### src/rtl/prewish5k_pkg.sv
// Shared encodings for the prewish5k LED blinker: FSM states and mask geometry.
package prewish5k_pkg;

    typedef enum logic {
        ST_IDLE = 1'b0,
        ST_RUN  = 1'b1
    } state_t;

    localparam int              MASK_W  = 8;
    localparam int              IDX_W   = $clog2(MASK_W);
    localparam logic [IDX_W-1:0] IDX_RST = IDX_W'(MASK_W - 1);

endpackage

### src/rtl/prewish5k_prescaler.sv
// Bit-period prescaler: counts 0..TICK_COUNT-1 while enabled, ticks on the last count.
module prewish5k_prescaler #(
    parameter int TICK_COUNT = 1500000
) (
    input  logic i_clk,
    input  logic i_rst_n,
    input  logic i_en,
    output logic o_tick
);

    localparam int              CNT_W = $clog2(TICK_COUNT);
    localparam logic [CNT_W-1:0] LAST  = CNT_W'(TICK_COUNT - 1);

    logic [CNT_W-1:0] r_cnt;

    assign o_tick = i_en && (r_cnt == LAST);

    // Held at zero while disabled so every pattern starts on a full bit-period.
    always_ff @(posedge i_clk or negedge i_rst_n) begin
        if (!i_rst_n)     r_cnt <= '0;
        else if (!i_en)   r_cnt <= '0;
        else if (o_tick)  r_cnt <= '0;
        else              r_cnt <= r_cnt + CNT_W'(1);
    end

endmodule

### src/rtl/prewish5k_blinky.sv
// Strobe-loaded 8-bit blink pattern player with a one-deep pending mask.
module prewish5k_blinky
    import prewish5k_pkg::*;
#(
    parameter int TICK_COUNT = 1500000
) (
    input  logic              CLK_I,
    input  logic              RST_I,
    input  logic              STB_I,
    input  logic [MASK_W-1:0] DAT_I,
    output logic              ACK_O,
    output logic              o_led,
    output logic              o_busy,
    output logic              o_alive
);

    state_t            r_state;
    state_t            w_state_nxt;
    logic              r_stb_prev;
    logic [MASK_W-1:0] r_active;
    logic [MASK_W-1:0] r_pend;
    logic              r_pend_vld;
    logic [IDX_W-1:0]  r_idx;
    logic [IDX_W-1:0]  w_idx_dec;
    logic [MASK_W-1:0] w_next_mask;
    logic              w_accept;
    logic              w_tick;
    logic              w_boundary;

    assign w_accept   = STB_I && !r_stb_prev;
    assign w_boundary = w_tick && (r_idx == '0);
    assign w_idx_dec  = r_idx - IDX_W'(1);
    assign o_busy     = (r_state == ST_RUN);

    prewish5k_prescaler #(
        .TICK_COUNT (TICK_COUNT)
    ) u_prescaler (
        .i_clk   (CLK_I),
        .i_rst_n (RST_I),
        .i_en    (o_busy),
        .o_tick  (w_tick)
    );

    always_ff @(posedge CLK_I or negedge RST_I) begin
        if (!RST_I) r_state <= ST_IDLE;
        else        r_state <= w_state_nxt;
    end

    // A strobe landing on the boundary tick beats any pending mask.
    always_comb begin
        w_state_nxt = r_state;
        w_next_mask = r_active;
        case (r_state)
            ST_IDLE: begin
                if (w_accept && (DAT_I != '0)) w_state_nxt = ST_RUN;
            end
            ST_RUN: begin
                if (w_boundary) begin
                    if (w_accept)        w_next_mask = DAT_I;
                    else if (r_pend_vld) w_next_mask = r_pend;
                    if (w_next_mask == '0) w_state_nxt = ST_IDLE;
                end
            end
            default: w_state_nxt = ST_IDLE;
        endcase
    end

    always_ff @(posedge CLK_I or negedge RST_I) begin
        if (!RST_I) begin
            r_stb_prev <= 1'b0;
            ACK_O      <= 1'b0;
            o_alive    <= 1'b1;
            o_led      <= 1'b0;
            r_active   <= '0;
            r_pend     <= '0;
            r_pend_vld <= 1'b0;
            r_idx      <= IDX_RST;
        end else begin
            r_stb_prev <= STB_I;
            ACK_O      <= w_accept;
            if (w_accept) o_alive <= ~o_alive;

            if (r_state == ST_IDLE) begin
                if (w_accept && (DAT_I != '0)) begin
                    r_active <= DAT_I;
                    r_idx    <= IDX_RST;
                    o_led    <= DAT_I[MASK_W-1];
                end
            end else if (w_boundary) begin
                // An all-zero next mask drives the LED low as the FSM drops to IDLE.
                r_active   <= w_next_mask;
                r_pend     <= '0;
                r_pend_vld <= 1'b0;
                r_idx      <= IDX_RST;
                o_led      <= w_next_mask[MASK_W-1];
            end else begin
                if (w_accept) begin
                    r_pend     <= DAT_I;
                    r_pend_vld <= 1'b1;
                end
                if (w_tick) begin
                    r_idx <= w_idx_dec;
                    o_led <= r_active[w_idx_dec];
                end
            end
        end
    end

endmodule

### config.mk
export PLATFORM = sky130hd
export DESIGN_NAME = prewish5k_blinky
export DESIGN_NICKNAME = d
export VERILOG_FILES = /design/src/rtl/prewish5k_pkg.sv /design/src/rtl/prewish5k_prescaler.sv /design/src/rtl/prewish5k_blinky.sv
export SDC_FILE = /design/constraint.sdc
export NUM_CORES = 1
export LEC_CHECK = 0
export CAP_MARGIN = 20
export CORE_ASPECT_RATIO = 0.9
export CORE_MARGIN = 5
export CORE_UTILIZATION = 56
export CTS_CLUSTER_DIAMETER = 30
export DETAILED_ROUTE_END_ITERATION = 8
export DONT_BUFFER_PORTS = 1
export PLACE_DENSITY = 0.79
export RECOVER_POWER = 100
export SLEW_MARGIN = 40
export SYNTH_ARGS = -nofsm -noshare
export SYNTH_HDL_FRONTEND = slang
export SYNTH_HIERARCHICAL = 1
export SYNTH_SLANG_ARGS = --single-unit
### constraint.sdc
create_clock -name CLK_I -period 3.2 [get_ports CLK_I]
set_input_delay 0.32 -clock CLK_I [delete_from_list [all_inputs] [get_ports CLK_I]]
set_output_delay 0.32 -clock CLK_I [all_outputs]
set_load 0.01 [all_outputs]
==> results.ini <==
[run_status]
run_status = finished, violations left
failed_checks = max-capacitance violations, max-slew violations

[pwr]
p_leak_nw = 1.24
ir_worst_vdd_mv = 0.401
power_per_cell_area_nw_per_um2 = 578

[timing]
fin_tns_setup_ns = 0
maxSlewViolCount = 47
postLayoutSetupSlackWorst_ns = 0.485
setup-violations-final = 0
min_period_over_period = 0.849
worst_pin_slew_ns = 1.98
timing.clock.skew_ns = 0.00610
period_minus_slack_ns = 2.72
finalHoldViolations = 0
grt_setup_unrepaired = no
max_freq_ghz = 0.368
max_slew_margin = -0.323

[finish]
drive_gt1_frac = 0.0980
final_nets = 258
antenna_cells_inserted = 0
postLayoutCoreUtil = 0.598
area_growth_from_synthesis_to_layout_pct = 4.99

[global_routing]
first_global_vias = 1820
grt_usage = 0.191
met1_usage = 0.257
grt-ovfl-total = 0
busiest_layer = met2
largest_net_degree_at_the_start_of_global_routing = 47
wire_length_of_the_first_global_routing_pass_um = 8580
global_route.usage.met3 = 0.0453
globalRouteMet2Util = 0.289
number_of_antenna_violations_at_the_first_check_in_global_routing = 0

[yosys]
dominantRegCellSynth = sky130_fd_sc_hd__dfrtp_1
post_synth_main_area_contributors = sky130_fd_sc_hd__dfrtp_1, sky130_fd_sc_hd__mux2i_1, sky130_fd_sc_hd__dfstp_2
synth_warnings = 6
synthesis.area_um2 = 2510
async_reset_ff_frac = 1.00
average_instance_area_after_synthesis_um2 = 10.3
netlist.area_leader.share = 0.419
syn_nets = 257
post_synthesis_cell_type_count = 50
ys_ff_latch = 46
yosysSeqAreaShare = 0.461
postSynthCellCount = 243
synth_top_cell_by_area = sky130_fd_sc_hd__dfrtp_1
number_of_enable_flip_flop_cells_after_synthesis = 0

[worst_setup_path]
crit_path_launch_type = flip-flop
cp_data_arrival_time_ns = 2.89
critical_path_peak_fanout = 13
cp_data_required_time_ns = 3.38
timing.critical_path.to_type = flip-flop
ws_path_type = reg -> reg

[placed_design]
dp_hpwl_um = 3450
place_ws_ns = 0.664
place.gp.congestion = 0.806
io_buffer_count = 0

[clocking]
clock_tree.htree_level_count = 2
post-cts-setup-buffer-count = 0
tritoncts_num_sinks = 46
cts_max_path_buffers = 2
ctsResizeCount = 0
clkTransAtPathRegs_ns = 0.08
cts_tree = yes
cts_inserted_buffers = 5
clk-insertion-delay-late_ns = 0.30
cts.root.buffer_cell = sky130_fd_sc_hd__clkbuf_8

[drt]
detail_route.wl_per_cell_um = 16.3
route.vias.total = 1851
antenna_violating_nets_post_route = 0
drt_pre_antenna_iters = 4
detail_route.drc_violations = 0
vias_per_cell = 6.03
detail_route.iter0.violations = 156
routed_wirelength_um = 5010

[floorplan]
floorplan.core_area_um2 = 4400
die_height_um = 73.5
start_util = 0.570
die_area_um2 = 5920
chipWidth_um = 80.6
num_rows = 23
num_ports = 15

[hold_path]
worst_hold_path_type = in -> reg

[flow_run]
drv.max_cap_violation_count = 1

registers in the layout, summed over array words and instances (netlist names):
| signal | flops |
|---|---|
| ACK_O | 1 |
| o_alive | 1 |
| o_busy | 1 |
| o_led | 1 |
| r_active | 8 |
| r_idx | 3 |
| r_pend | 8 |
| r_pend_vld | 1 |
| r_stb_prev | 1 |
| u_prescaler/r_cnt | 21 |
stage by stage:
stage	hold WS, ns	instances	area [um2]	total power, mW
2_1_floorplan	0.0244	243	2510	0.944
3_3_place_gp	0.0260	297	2510	0.987
3_5_place_dp	0.0257	297	2510	0.997
4_1_cts	0.0314	307	2690	1.54
5_1_grt	0.0233	307	2640	1.60
6_report	0.0395	307	2640	1.52
routing by layer:
layer	vias to the layer above	share of wire	wire, um
met3	8	0.060	299
li1	890	-	-
met1	901	0.47	2340
met2	52	0.46	2290
met5	-	0	0
met4	0	0.016	80
power breakdown:
part	leakage, nW	switching [mW]	total (mW)	internal [mW]
registers	0.578	0.0964	0.775	0.678
clock network	0.0714	0.195	0.528	0.333
logic	0.595	0.112	0.220	0.109
timing repair:
action	CTS	global route
hold buffers	2	0
setup endpoints to repair	0	0
endpoints found under the hold margin	46	0
final timing paths:
check | cells after the start | startpoint | slack, ns | to
worst max-delay path | 6 | u_prescaler/r_cnt[0]$_DFF_PN0_ | 0.48 | u_prescaler/r_cnt[12]$_DFF_PN0_
worst min-delay path | 0 | STB_I | 0.04 | r_stb_prev$_DFF_PN0_
worst max register to register | 6 | u_prescaler/r_cnt[0]$_DFF_PN0_ | 0.48 | u_prescaler/r_cnt[12]$_DFF_PN0_
worst min register to register | 1 | u_prescaler/r_cnt[0]$_DFF_PN0_ | 0.49 | u_prescaler/r_cnt[0]$_DFF_PN0_
max in group asynchronous | 2 | RST_I | 0.80 | u_prescaler/r_cnt[2]$_DFF_PN0_
min in group asynchronous | 2 | RST_I | 1.27 | u_prescaler/r_cnt[7]$_DFF_PN0_
layout make-up:
type / count / area, um2
clock buffer: 6 / 82.6
clock inverter: 2 / 60.1
fill: 386 / 1770
inverter: 7 / 27.5
multi-input combinational: 180 / 1200
sequential: 46 / 1160
tap: 62 / 77.6
timing repair buffer: 4 / 31.3
placed cells by master, fill, tap and decap left out, types with 2 or more instances in the layout:
| master | Yosys | final |
|---|---|---|
| sky130_fd_sc_hd__dfstp_2 | 4 | 3 |
| sky130_fd_sc_hd__or4_1 | 3 | 3 |
| sky130_fd_sc_hd__dfrtp_1 | 42 | 42 |
| sky130_fd_sc_hd__a21oi_1 | 13 | 13 |
| sky130_fd_sc_hd__ha_1 | 3 | 3 |
| sky130_fd_sc_hd__mux2i_1 | 18 | 18 |
| sky130_fd_sc_hd__and2_0 | 0 | 3 |
| sky130_fd_sc_hd__a31oi_1 | 2 | 2 |
| sky130_fd_sc_hd__clkbuf_8 | 0 | 6 |
| sky130_fd_sc_hd__or3_1 | 5 | 5 |
| sky130_fd_sc_hd__nand2_1 | 21 | 21 |
| sky130_fd_sc_hd__o21a_1 | 2 | 2 |
| sky130_fd_sc_hd__a22o_1 | 8 | 8 |
| sky130_fd_sc_hd__o21ai_0 | 19 | 19 |
| sky130_fd_sc_hd__bufinv_16 | 0 | 2 |
| sky130_fd_sc_hd__nor2_1 | 20 | 20 |
| sky130_fd_sc_hd__nand3_1 | 7 | 7 |
| sky130_fd_sc_hd__xor2_1 | 12 | 12 |
| sky130_fd_sc_hd__xnor2_1 | 3 | 3 |
| sky130_fd_sc_hd__o21ai_2 | 2 | 2 |
| sky130_fd_sc_hd__o31ai_1 | 3 | 3 |
| sky130_fd_sc_hd__and4_1 | 4 | 4 |
| sky130_fd_sc_hd__inv_1 | 6 | 6 |
| sky130_fd_sc_hd__nand4_1 | 5 | 5 |
| sky130_fd_sc_hd__nor4_1 | 5 | 5 |
Yosys cell counts, types with 2 or more instances:
cell type / n
sky130_fd_sc_hd__mux2i_1: 18
sky130_fd_sc_hd__ha_1: 3
sky130_fd_sc_hd__inv_1: 6
sky130_fd_sc_hd__and4_1: 4
sky130_fd_sc_hd__a22o_1: 8
sky130_fd_sc_hd__o21ai_0: 19
sky130_fd_sc_hd__or3_1: 5
sky130_fd_sc_hd__a31oi_1: 2
sky130_fd_sc_hd__o31ai_1: 3
sky130_fd_sc_hd__nand2_1: 21
sky130_fd_sc_hd__dfrtp_1: 42
sky130_fd_sc_hd__o21a_1: 2
sky130_fd_sc_hd__and2_1: 4
sky130_fd_sc_hd__buf_6: 6
sky130_fd_sc_hd__nor2_1: 20
sky130_fd_sc_hd__dfstp_2: 4
sky130_fd_sc_hd__or4_1: 3
sky130_fd_sc_hd__nand4_1: 5
sky130_fd_sc_hd__nor4_1: 5
sky130_fd_sc_hd__nand3_1: 7
sky130_fd_sc_hd__a21oi_1: 13
sky130_fd_sc_hd__xor2_1: 12
sky130_fd_sc_hd__o21ai_2: 2
sky130_fd_sc_hd__xnor2_1: 3
worst max-delay path, stage by stage, from the launching register on:
cell and delay (ns):
sky130_fd_sc_hd__dfrtp_1 0.39, sky130_fd_sc_hd__ha_1 0.21, sky130_fd_sc_hd__and4_1 0.36, sky130_fd_sc_hd__nand2_4 0.07, sky130_fd_sc_hd__o41ai_1 1.05, sky130_fd_sc_hd__clkbuf_2 0.42, sky130_fd_sc_hd__nor2_1 0.10
kinds of logic (layout without fill, tap and decap cells):
kind of cell,count (synthesis),after routing,share of synthesized area
simple gates,83,83,0.180
compound gates,59,59,0.161
flops,46,46,0.461
mux,20,20,0.0823
buf+inv,17,19,0.0484
xor+xnor,15,15,0.0523
fa+ha+maj,3,3,0.0150
Note: power is estimated with default switching activity, not from simulation.
